[src/rtl/bcd_pkg.sv]
// Shared types and helpers for the sequential binary-to-BCD converter.
// Holds the FSM state encoding and the minimum-digit width helper.
package bcd_pkg;

    typedef enum logic [1:0] {
        ST_IDLE  = 2'd0,
        ST_SHIFT = 2'd1,
        ST_DONE  = 2'd2
    } state_t;

    // Decimal digits needed to show 2^bin_w-1.
    // 30103/100000 approximates log10(2); bin_w*log10(2) is never an
    // integer, so floor()+1 equals the digit count.
    function automatic int min_digits(input int bin_w);
        return (bin_w * 30103) / 100000 + 1;
    endfunction

endpackage

[src/rtl/dabble_digit.sv]
// One double-dabble correction cell: adds 3 to a BCD digit that is >= 5.
// Ports: din (4-bit digit in), dout (4-bit corrected digit, no carry out).
module dabble_digit (
    input  logic [3:0] din,
    output logic [3:0] dout
);

    always_comb begin
        dout = din;
        if (din >= 4'd5)
            dout = din + 4'd3;
    end

endmodule

[src/rtl/bin2bcd_seq.sv]
// Sequential binary-to-BCD converter, one double-dabble step per clock.
// Ports: clk, reset (sync, active-high), start/ready handshake, bin in,
// done (1-cycle pulse), bcd (packed digits, digit 0 in bcd[3:0]).
module bin2bcd_seq
    import bcd_pkg::*;
#(
    parameter int BIN_W  = 8,
    parameter int DIGITS = 3
) (
    input  logic                clk,
    input  logic                reset,
    input  logic                start,
    input  logic [BIN_W-1:0]    bin,
    output logic                ready,
    output logic                done,
    output logic [4*DIGITS-1:0] bcd
);

    localparam int AW = 4 * DIGITS;
    localparam int CW = $clog2(BIN_W + 1);
    localparam logic [CW-1:0] LAST = CW'(BIN_W - 1);

    if (DIGITS < min_digits(BIN_W)) begin : g_width_err
        $error("bin2bcd_seq: DIGITS too small for BIN_W");
    end

    state_t              state;
    logic [CW-1:0]       cnt;
    logic [BIN_W-1:0]    sreg;
    logic [AW-1:0]       acc;
    logic [AW-1:0]       acc_adj;
    logic [AW+BIN_W-1:0] nxt;

    for (genvar d = 0; d < DIGITS; d++) begin : g_dig
        dabble_digit u_dig (
            .din  (acc[4*d +: 4]),
            .dout (acc_adj[4*d +: 4])
        );
    end

    // Correct digits first, then shift sreg MSB into acc bit 0.
    assign nxt = {acc_adj, sreg} << 1;

    always_ff @(posedge clk) begin
        if (reset) begin
            state <= ST_IDLE;
            ready <= 1'b1;
            done  <= 1'b0;
            bcd   <= '0;
            sreg  <= '0;
            acc   <= '0;
            cnt   <= '0;
        end else begin
            done <= 1'b0;
            case (state)
                ST_IDLE: begin
                    if (start) begin
                        sreg  <= bin;
                        acc   <= '0;
                        cnt   <= '0;
                        ready <= 1'b0;
                        state <= ST_SHIFT;
                    end
                end
                ST_SHIFT: begin
                    acc  <= nxt[AW+BIN_W-1:BIN_W];
                    sreg <= nxt[BIN_W-1:0];
                    cnt  <= cnt + CW'(1);
                    if (cnt == LAST)
                        state <= ST_DONE;
                end
                ST_DONE: begin
                    bcd   <= acc;
                    done  <= 1'b1;
                    ready <= 1'b1;
                    state <= ST_IDLE;
                end
                default: begin
                    ready <= 1'b1;
                    state <= ST_IDLE;
                end
            endcase
        end
    end

endmodule

[config.mk]
export PLATFORM = sky130hd
export DESIGN_NAME = bin2bcd_seq
export DESIGN_NICKNAME = d
export VERILOG_FILES = /design/src/rtl/bcd_pkg.sv /design/src/rtl/dabble_digit.sv /design/src/rtl/bin2bcd_seq.sv
export SDC_FILE = /design/constraint.sdc
export NUM_CORES = 1
export LEC_CHECK = 0
export CORE_MARGIN = 4
export CORE_UTILIZATION = 51
export CTS_CLUSTER_DIAMETER = 100
export DETAILED_ROUTE_END_ITERATION = 8
export PLACE_DENSITY = 0.83
export SLEW_MARGIN = 40
export SYNTH_ARGS = -nofsm -noshare
export SYNTH_HDL_FRONTEND = slang
export SYNTH_HIERARCHICAL = 1
export SYNTH_SLANG_ARGS = --single-unit
[constraint.sdc]
create_clock -name clk -period 2.1 [get_ports clk]
set_input_delay 0.42 -clock clk [delete_from_list [all_inputs] [get_ports clk]]
set_output_delay 0.42 -clock clk [all_outputs]
set_load 0.05 [all_outputs]
Word level (Yosys, flattened, before mapping)
Cells that the tools add are included.

$add $sub $neg: 4. Magnitude comparators: 3. Eq/ne operators: 5. Multiplexer cells: 15. Bitwise gates (word level): 1. Reductions and logical operators: 5.

Operators with widths (count): 12-bit case mux with 2 select lines (1); 8-bit case mux with 2 select lines (1); 4-bit by 3-bit greater-or-equal comparator with 1-bit output, second input constant (3); 12-bit 2-to-1 mux (1); 4-bit 2-to-1 mux (3); 4-bit by 2-bit adder with 4-bit output, second input constant (2); 8-bit 2-to-1 mux (1); 4-bit case mux with 2 select lines (1); 2-bit AND reduction (3); 4-bit by 1-bit adder with 4-bit output, second input constant (1); 4-bit by 3-bit equality test with 1-bit output, second input constant (1); 2-bit 2-to-1 mux (2); 2-bit inequality test, second input constant (2); 2-bit case mux with 2 select lines (1); 3-bit by 2-bit adder with 3-bit output, second input constant (1); 3-bit 2-to-1 mux (1); 2-bit by 1-bit equality test with 1-bit output, second input constant (1); 2-bit equality test, second input constant (1); 2-bit logical NOT (1); 1-bit 2-to-1 mux (2); 1-bit case mux with 2 select lines (1); 2-bit nonzero test (1); 1-bit NOT (1).

Register bits after elaboration: 40. Input port bits: 11. Output and inout bits: 14. Logic and storage cells: 40.

Longest topological paths before layout
Gate-level depths: netlist (run 1).

Depth after elaboration: 3. Depth in mapped cells: 6.

Hierarchy
The synthesis (run 1) kept the hierarchy.

Modules (own cells, without submodules): bin2bcd_seq (instances 1, cells an instance 153, area an instance 1460.2 um^2); dabble_digit (instances 3, cells an instance 16, area an instance 101.3 um^2).

Worst setup path before layout (run 1)
OpenSTA, ideal clock, no wires.

Path kind: register to register. From: register acc[9]. To: register acc[10]. Setup time: 117 ps. Data arrival time: 1181 ps. Setup slack: 802 ps. Cell stages (with the launch flop): 7. Buffers on the path: 0. Clock period less this slack: 1298 ps. Path through: dfxtp_1 > inv_1 > ha_1 > nand2b_1 > a21oi_2 > mux2i_1 > a22o_1.

Longest elaborated chain between the ends: 3. Elaborated cells on any way between the ends: 4. Those cells by class: 1 x add/sub; 1 x order compare; 2 x mux.

RTL lines: from (decl) (RTL line bin2bcd_seq.sv:30) `logic [AW-1:0] acc;`; from (signal assigned) (RTL line bin2bcd_seq.sv:66) `acc <= nxt[AW+BIN_W-1:BIN_W];`; 4-bit by 3-bit greater-or-equal comparator with 1-bit output / 3-bit by 2-bit adder with 3-bit output (equally long branches) (RTL line dabble_digit.sv:10, dabble_digit.sv:11); 3-bit 2-to-1 mux (*) (RTL line dabble_digit.sv:10) `if (din >= 4'd5)`; net acc_adj[9] (RTL line bin2bcd_seq.sv:31) `logic [AW-1:0] acc_adj;`; 12-bit case mux with 2 select lines (*) (RTL line bin2bcd_seq.sv:55) `case (state)`.

The timed path passes the listed nets; every way through them passes the cells marked *. A chain may end at the register's enable or synchronous reset.

Final worst setup path (run 1)
From: register bcd[11]. To: output port bcd[11].

RTL lines: from (decl) (RTL line bin2bcd_seq.sv:16) `output logic [4*DIGITS-1:0] bcd`; from (signal assigned) (RTL line bin2bcd_seq.sv:49) `bcd <= '0;`; from (signal assigned) (RTL line bin2bcd_seq.sv:73) `bcd <= acc;`.

No word-level cell between the ends.

==> results of run 1 <==
-- area by class of cell --
type | count | area [sq um] | share of cell area
Inverter | 8 | 30.0 | 0.0143
Clock buffer | 8 | 58.8 | 0.0281
Timing Repair Buffer | 29 | 278 | 0.133
Tap cell | 44 | 55.1 | 0.0263
Multi-Input combinational cell | 140 | 872 | 0.416
Sequential cell | 40 | 801 | 0.382
-- through the flow --
step | util | area, sq um | setup WS (ps)
floorplan | - | 1740 | 802
global placement | 0.646 | 2040 | 243
detailed placement | 0.646 | 2040 | 199
CTS | 0.664 | 2090 | 143
global route | 0.664 | 2090 | 92.2
finish | 0.664 | 2090 | 161
-- how the worst min path moves through the flow --
stage	startpoint	endpoint	slack, ps	depth (start not counted)
after global placement	bcd[3]	bcd[3]	440	2
after CTS	bcd[3]	bcd[3]	460	2
after global routing	bcd[6]	bcd[6]	480	2
after detailed placement	bcd[10]	bcd[10]	450	2
final	bcd[10]	bcd[10]	460	2
after floorplan	sreg[2]	sreg[2]	430	1
-- placed cells by master (no fill, tap or decap), drive strengths merged, types with 2 or more instances in the layout --
cell type and instances:
clkbuf 8, a211oi 6, nor3b 2, clkdlybuf4s50 24
buf 5, a22o 15, xnor2 3, nand2b 8
o22ai 3, ha 7, inv 8, o2bb2ai 3
a21oi 16, mux2i 3, nand2 40, nand3 2
dfxtp 40, o21ai 5, nor2 17
-- sequential cells by signal, indices dropped and copies added (netlist names) --
name   cells
acc       12
bcd       12
cnt        4
done       1
ready      1
sreg       8
state      2
-- power by group through the flow --
stage	logic (mW)	clock network (mW)	registers (mW)
after global placement	0.129	0	0.823
after CTS	0.132	0.420	0.807
after global routing	0.145	0.456	0.810
after floorplan	0.0843	0	0.821
final	0.131	0.409	0.807
after detailed placement	0.132	0	0.823
-- layer usage --
metal | part of all wire | global-route usage | vias up | wire length (um)
li1 | - | - | 739 | -
met1 | 0.46 | 0.202 | 659 | 1580
met2 | 0.48 | 0.306 | 34 | 1640
met3 | 0.047 | 0.0573 | 6 | 162
met4 | 0.017 | 0.0761 | 0 | 59
met5 | 0 | 0 | - | 0
-- worst reg2reg max path, stage by stage, from the launching register on --
cell and delay, ps:
dfxtp_1 620, o21ba_2 290, nor2_2 500, a22o_1 240
==> results.tsv, run 1 <==
stage	metric	value	unit
status	status	finished, final reports clean	
pwr	p_sw	335	uW
timing	setup_viol	0	
clock_network	cts_made_buffers	5	
clock_network	cts_resized	0	
place	gp_congestion	0.747	
worst_setup_path	crit_start	bcd[11]	
timing	rsz0062_at_grt	no	
yosys	syn-cell-area	1740	sq um
timing	period_needed	1940	ps
min_path	hold_class	register to register	
worst_setup_path	worstReg2RegStart	state[1]	
clock_network	clock_latency	350	ps
worst_setup_path	cpMaxStageDelayCell	clkdlybuf4s50_1	
clock_network	postCtsHoldBufs	0	
timing	maxSlewHeadroom	0.585	
timing	max_freq	516	MHz
global_route	grt_antenna_before_repair	0	
cells_and_area	drive_gt1_frac	0.0889	
pwr	clkPwrFrac	0.304	
pwr	power_switching_share	0.249	
worst_setup_path	cp.depth	1	
pwr	pwr_density_cell	643	nW/um^2
cells_and_area	finalNonFillerCells	269	
place	dp_cells	261	
timing	final-hold-violation-count	0	
timing	drv_slew	0	
worst_setup_path	critPathKind	register to output pin	
worst_setup_path	cp_num_buf_inv	1	
detailed_routing	drcViolationCount	0	
pwr	p_int	1.01	mW
timing	tightestPinTransition	622	ps
timing	fin_worst_skew	7.48	ps
yosys	syn-num-nets	215	
detailed_routing	wire_per_inst	12.8	um
detailed_routing	drt_iter0_markers	81	
worst_setup_path	r2r_slack	410	ps
worst_setup_path	worstPathCellList	clkdlybuf4s50_1	
die	die_area	4420	sq um
place	post-dp-hpwl	2510	um
cells_and_area	nets	242	
die	die_w	66.5	um
clock_network	cts_sinks	40	
die	chipHeight	66.5	um
yosys	postSynthAreaPerCell	8.85	sq um
worst_setup_path	cp_max_fo	2	
run	maxCapViolCount	0	
global_route	grt_overflow	0	
place	numPortBuffers	24	
worst_setup_path	r2r-end	sreg[0]	
worst_setup_path	ff2ff_path_depth	3	
global_route	track_usage	0.179	
pwr	pwr-share-comb	0.097	
yosys	netlist_instances	197	
detailed_routing	drt-total-wl	3440	um
worst_setup_path	cp-endpoint	bcd[11]	
die	io_pins	25	
clock_network	clock-root-buffer	clkbuf_4	
timing	fin_hold_ws	459	ps
detailed_routing	vias	1438	
die	initial_core_util	0.553	
cells_and_area	synthToLayoutAreaGrowth	20.1	%
worst_setup_path	cpPeakStageDelay	810	ps
pwr	vdd_drop_max	0.447	mV
cells_and_area	insertedDiodeCount	0	
global_route	grt_pass1_vias	1351	
clock_network	ctsHtreeMaxLevel	2	
pwr	p_leak	0.791	nW
die	rows	20	
worst_setup_path	critical_path_required	1680	ps
clock_network	postCtsSetupRepairBufs	0	
cells_and_area	fillers	298	
clock_network	cts_max_path_buffers	2	
detailed_routing	viasPerCell	5.35	
clock_network	cts_tree	yes	
die	core_area	3150	sq um
timing	setup_tns	0	ps
worst_setup_path	critPathArrivalTime	1520	ps
worst_setup_path	cp-end-kind	output pin	
worst_setup_path	crit_family	buffers and inverters	
detailed_routing	antenna_left	0	
clock_network	clk_pin_slew	110	ps
detailed_routing	first_pass_iters	4	
timing	fin_crit_sh	0.923	
yosys	ys_warn_count	6	
pwr	p_seq_frac	0.599	
global_route	grt_pass1_wl	5940	um
worst_setup_path	cp-start-kind	register	
global_route	grt_max_degree	24	
pwr	power	1.35	mW
No activity file was read; power rests on OpenSTA's default activity.
==> inputs of run 2 (changes only) <==
Settings changed: CORE_UTILIZATION 51 to 53, PLACE_DENSITY 0.83 to 0.86, SKIP_LAST_GASP from default to 1.
Clock period 2.1 ns to 2 ns, I/O delays scaled along.
==> run 2 against run 1 <==
  * Wire length fell by 3.5%
  * First-iteration DRC count fell by 33%
  * Die area fell by 3.3%
  * Core utilization rose by 2.0 points
  * Sequential cell count did not move
  * Setup slack got worse by 84 ps
  * Final cell count rose by 0.37%
  * Non-clock buffer count rose by 1
  * Clock skew rose by 4.9 ps
  * Power rose by 12%
  * Critical endpoint is now bcd[3]
  * Largest power group unchanged
==> results.tsv, run 2 (same netlist as run 1, synthesis figures left out) <==
stage	metric	value	unit
min_path	hold_class	register to register	
pwr	vdd_drop_max	0.426	mV
cells_and_area	final_cell_mix	nand2_1 (40), dfxtp_1 (40), clkdlybuf4s50_1 (24)	
clock_network	cts_made_buffers	5	
run	maxCapViolCount	0	
detailed_routing	first_pass_iters	4	
cells_and_area	final_util	0.684	
cells_and_area	nets	243	
detailed_routing	drcViolationCount	0	
clock_network	postCtsSetupRepairBufs	0	
detailed_routing	vias	1423	
place	numPortBuffers	24	
die	initial_core_util	0.562	
detailed_routing	wire_per_inst	12.3	um
detailed_routing	antenna_left	0	
clock_network	clk_pin_slew	120	ps
worst_setup_path	cp-start-kind	register	
cells_and_area	drive_gt1_frac	0.102	
min_path	min_to	bcd[9]	
timing	tightestPinTransition	621	ps
timing	maxSlewHeadroom	0.586	
clock_network	cts_max_path_buffers	2	
die	io_pins	25	
place	dpl_cell_area	2040	sq um
cells_and_area	finalNonFillerCells	270	
clock_network	cts_resized	0	
status	status	finished, final reports clean	
cells_and_area	design_area	2120	sq um
place	gp_congestion	0.762	
worst_setup_path	cpMaxStageDelayCell	clkdlybuf4s50_1	
die	chipHeight	65.4	um
timing	drv_slew	0	
pwr	p_leak	0.804	nW
min_path	hold_depth	2	
clock_network	cts_sinks	40	
worst_setup_path	cpPeakStageDelay	810	ps
die	die_area	4270	sq um
global_route	grt_overflow	0	
global_route	grt_max_degree	16	
global_route	track_usage	0.172	
detailed_routing	viasPerCell	5.27	
detailed_routing	drt_iter0_markers	54	
die	core_area	3100	sq um
detailed_routing	wl_met2	1620	um
timing	final-hold-violation-count	0	
detailed_routing	drt-total-wl	3320	um
timing	setup_viol	0	
worst_setup_path	cp_max_fo	2	
worst_setup_path	critical_path_required	1600	ps
cells_and_area	insertedDiodeCount	0	
cells_and_area	synthToLayoutAreaGrowth	21.7	%
min_path	min_from	bcd[9]	
worst_setup_path	ff2ff_path_depth	3	
die	die_w	65.4	um
worst_setup_path	critPathArrivalTime	1520	ps
detailed_routing	highest_layer	met4	
worst_setup_path	r2r_slack	400	ps
worst_setup_path	cp-end-kind	output pin	
worst_setup_path	worstPathCellList	clkdlybuf4s50_1	
clock_network	clock-root-buffer	clkbuf_4	
clock_network	cts_tree	yes	
timing	fin_crit_sh	0.962	
worst_setup_path	r2r-end	acc[10]	
place	dp_cells	262	
global_route	grt_pass1_wl	5590	um
timing	max_freq	520	MHz
pwr	power	1.51	mW
worst_setup_path	crit_family	buffers and inverters	
global_route	grt_antenna_before_repair	0	
cells_and_area	reg_top3	acc: 12 flops, bcd: 12 flops, sreg: 8 flops	
die	rows	20	
global_route	grt_pass1_vias	1283	
place	post-dp-hpwl	2420	um
pwr	pwr_density_cell	712	nW/um^2
clock_network	postCtsHoldBufs	0	
worst_setup_path	worstReg2RegStart	state[0]	
worst_setup_path	critPathKind	register to output pin	
clock_network	ctsHtreeMaxLevel	2	
timing	fin_worst_skew	12.4	ps
detailed_routing	met3_length	140	um
clock_network	clock_latency	360	ps
timing	rsz0062_at_grt	no	
timing	setup_tns	0	ps
worst_setup_path	cp_num_buf_inv	1	
timing	period_needed	1920	ps
detailed_routing	wl_met1	1480	um
-- run 2: stage by stage --
stage,hold slack (ps),setup slack [ps]
floorplan,426,702
global placement,442,139
detailed placement,447,76.7
CTS,463,44.2
global route,479,6.75
finish,459,76.7
-- run 2: area by class of cell --
class                      instances  area (sq um)
sequential                        40           801
fill                             277           980
multi-input combinational        140           872
tap                               44          55.1
timing repair buffer              30           285
clock buffer                       5          37.5
inverter                           8          30.0
clock inverter                     3          42.5
-- run 2: how the worst max path moves through the flow --
stage / cells after the start / slack (ps) / to / start
after floorplan: 6 / 700 / acc[2] / acc[1]
after global placement: 4 / 140 / sreg[0] / start
after detailed placement: 4 / 80 / sreg[0] / start
after CTS: 1 / 40 / bcd[3] / bcd[3]
after global routing: 1 / 7 / bcd[2] / bcd[2]
final: 1 / 80 / bcd[3] / bcd[3]
-- run 2: power breakdown --
group	leakage, nW	internal [mW]	total, mW	switching, mW
Combinational	0.438	0.0661	0.136	0.0704
Clock	0.0412	0.260	0.528	0.267
Sequential	0.325	0.822	0.848	0.0260
-- run 2: layer usage --
metal	vias up	GRT usage
met1	649	0.191
met2	30	0.300
li1	736	-
met3	8	0.0427
met4	0	0.0933
met5	-	0
==> inputs of run 3 (changes only) <==
--- a/config.mk
+++ b/config.mk
@@ -7,2 +7,3 @@
 export LEC_CHECK = 0
+export CAP_MARGIN = 15
 export CORE_MARGIN = 4
==> constraint.sdc (replaced) <==
create_clock -name clk -period 2 [get_ports clk]
set_input_delay 0.3 -clock clk [delete_from_list [all_inputs] [get_ports clk]]
set_output_delay 0.3 -clock clk [all_outputs]
set_load 0.05 [all_outputs]
==> run 3 against run 2 <==
  * Non-clock buffer count down 1
  * Sequential power about the same
  * Critical path depth unchanged
  * Fmax up 5.9%
  * Clock skew up 2.5 ps
  * Core utilization up 0.081 points
  * Setup slack better by 110 ps
  * Global-route usage up 0.51 points
  * Clock power up 7.4%
  * Sequential cell count unchanged
  * Final cell count down 0.37%
  * Via count down 0.77%
  * Critical path type unchanged
  * Largest cell class unchanged
==> results.tsv, run 3 (same netlist as run 1, synthesis figures left out) <==
stage	metric	value	unit
status	status	finished, final reports clean	
worst_setup_path	ff2ff_path_depth	3	
global_route	grt_pass1_wl	5660	um
die	rows	20	
worst_setup_path	cp-endpoint	bcd[3]	
worst_setup_path	crit_family	buffers and inverters	
global_route	grt_util_met2	0.301	
cells_and_area	final_cell_mix	nand2_1 (40), dfxtp_1 (40), clkdlybuf4s50_1 (24)	
timing	rsz0062_at_grt	no	
detailed_routing	first_pass_iters	4	
pwr	p_seq_frac	0.547	
worst_setup_path	cp-start-kind	register	
place	dp_cells	261	
worst_setup_path	cpMaxStageDelayCell	clkdlybuf4s50_1	
clock_network	cts_sinks	40	
place	post-dp-hpwl	2400	um
min_path	hold_class	register to register	
worst_setup_path	critical_path_required	1700	ps
pwr	vdd_drop_max	0.513	mV
detailed_routing	drt-total-wl	3370	um
global_route	grt_antenna_before_repair	0	
clock_network	cts_made_buffers	5	
worst_setup_path	r2r_slack	390	ps
clock_network	cts_tree	yes	
timing	period_needed	1820	ps
global_route	grt_overflow	0	
pwr	pwr_density_cell	730	nW/um^2
worst_setup_path	r2r-end	sreg[0]	
place	dp_slack	196	ps
cells_and_area	synthToLayoutAreaGrowth	21.9	%
pwr	clkPwrFrac	0.366	
pwr	p_sw	365	uW
pwr	p_leak	0.807	nW
die	io_pins	25	
cells_and_area	nets	242	
worst_setup_path	cp-end-kind	output pin	
detailed_routing	vias	1412	
worst_setup_path	crit_start	bcd[3]	
global_route	grt_max_degree	23	
timing	setup_slack	184	ps
timing	tightestPinTransition	650	ps
clock_network	cts_max_path_buffers	2	
cells_and_area	seqCellArea	801	sq um
global_route	grt_util_met1	0.194	
cells_and_area	fillers	273	
global_route	track_usage	0.177	
run	maxCapViolCount	0	
clock_network	ctsHtreeMaxLevel	2	
place	gp_congestion	0.769	
pwr	p_int	1.19	mW
worst_setup_path	cp.depth	1	
cells_and_area	drive_gt1_frac	0.0978	
timing	final-hold-violation-count	0	
detailed_routing	wire_per_inst	12.5	um
timing	fin_crit_sh	0.908	
worst_setup_path	worstReg2RegStart	state[0]	
cells_and_area	multi_input_area	872	sq um
worst_setup_path	cp_num_buf_inv	1	
detailed_routing	drcViolationCount	0	
die	core_area	3100	sq um
timing	max_freq	551	MHz
pwr	pwr-share-comb	0.088	
worst_setup_path	cpPeakStageDelay	810	ps
pwr	power	1.55	mW
place	numPortBuffers	24	
worst_setup_path	cp_max_fo	2	
cells_and_area	insertedDiodeCount	0	
detailed_routing	drt_iter0_markers	58	
timing	setup_tns	0	ps
global_route	grt_busiest_layer	met2	
timing	maxSlewHeadroom	0.566	
clock_network	postCtsSetupRepairBufs	0	
pwr	power_switching_share	0.235	
worst_setup_path	critPathKind	register to output pin	
worst_setup_path	worstPathCellList	clkdlybuf4s50_1	
timing	fin_worst_skew	14.9	ps
clock_network	clock-root-buffer	clkbuf_4	
die	initial_core_util	0.562	
global_route	grt_pass1_vias	1338	
die	die_area	4270	sq um
die	chipHeight	65.4	um
detailed_routing	antenna_left	0	
clock_network	cts_resized	0	
cells_and_area	finalNonFillerCells	269	
clock_network	clock_latency	360	ps
timing	drv_slew	0	
die	die_w	65.4	um
detailed_routing	viasPerCell	5.25	
cells_and_area	reg_top3	acc: 12 flops, bcd: 12 flops, sreg: 8 flops	
global_route	use_met3	0.0752	
timing	setup_viol	0	
clock_network	clk_pin_slew	120	ps
clock_network	postCtsHoldBufs	0	
worst_setup_path	critPathArrivalTime	1520	ps
[run 3: cell count changes in the layout (fill, tap and decap cells not counted), sizes merged]
cell	change
buf	-1
clkinvlp	-1
clkbuf	+1
[run 3: power groups by stage]
stage / combinational [mW] / clock, mW / sequential [mW]
floorplan: 0.0885 / 0 / 0.863
global placement: 0.132 / 0 / 0.865
detailed placement: 0.136 / 0 / 0.866
CTS: 0.136 / 0.589 / 0.848
global route: 0.149 / 0.630 / 0.852
finish: 0.136 / 0.567 / 0.848
[run 3: cell type report]
type,count,share of cell area
multi-input cells,140,0.410
flip-flops and latches,40,0.377
repair buffers,29,0.131
well taps,44,0.0259
clock buffers,6,0.0241
clock inverters,2,0.0182
inverters,8,0.0141
[run 3: per-layer routing]
metal	share of wire	up-vias
li1	-	733
met1	0.46	632
met2	0.46	38
met3	0.053	9
met4	0.023	0
met5	0	-
[run 3: through the flow]
| step | hold slack, ps | util | cell area, sq um |
|---|---|---|---|
| CTS | 464 | 0.685 | 2130 |
| global placement | 441 | 0.656 | 2040 |
| global route | 479 | 0.685 | 2130 |
| detailed placement | 446 | 0.656 | 2040 |
| floorplan | 426 | - | 1740 |
| finish | 461 | 0.685 | 2130 |
[run 3: how the worst min path moves through the flow]
stage	start	to	slack [ps]	cells after the start
after global routing	bcd[4]	bcd[4]	480	2
final	bcd[5]	bcd[5]	460	2
after floorplan	bin[0]	sreg[0]	430	1
after global placement	bcd[5]	bcd[5]	440	2
after detailed placement	bcd[5]	bcd[5]	450	2
after CTS	bcd[5]	bcd[5]	460	2
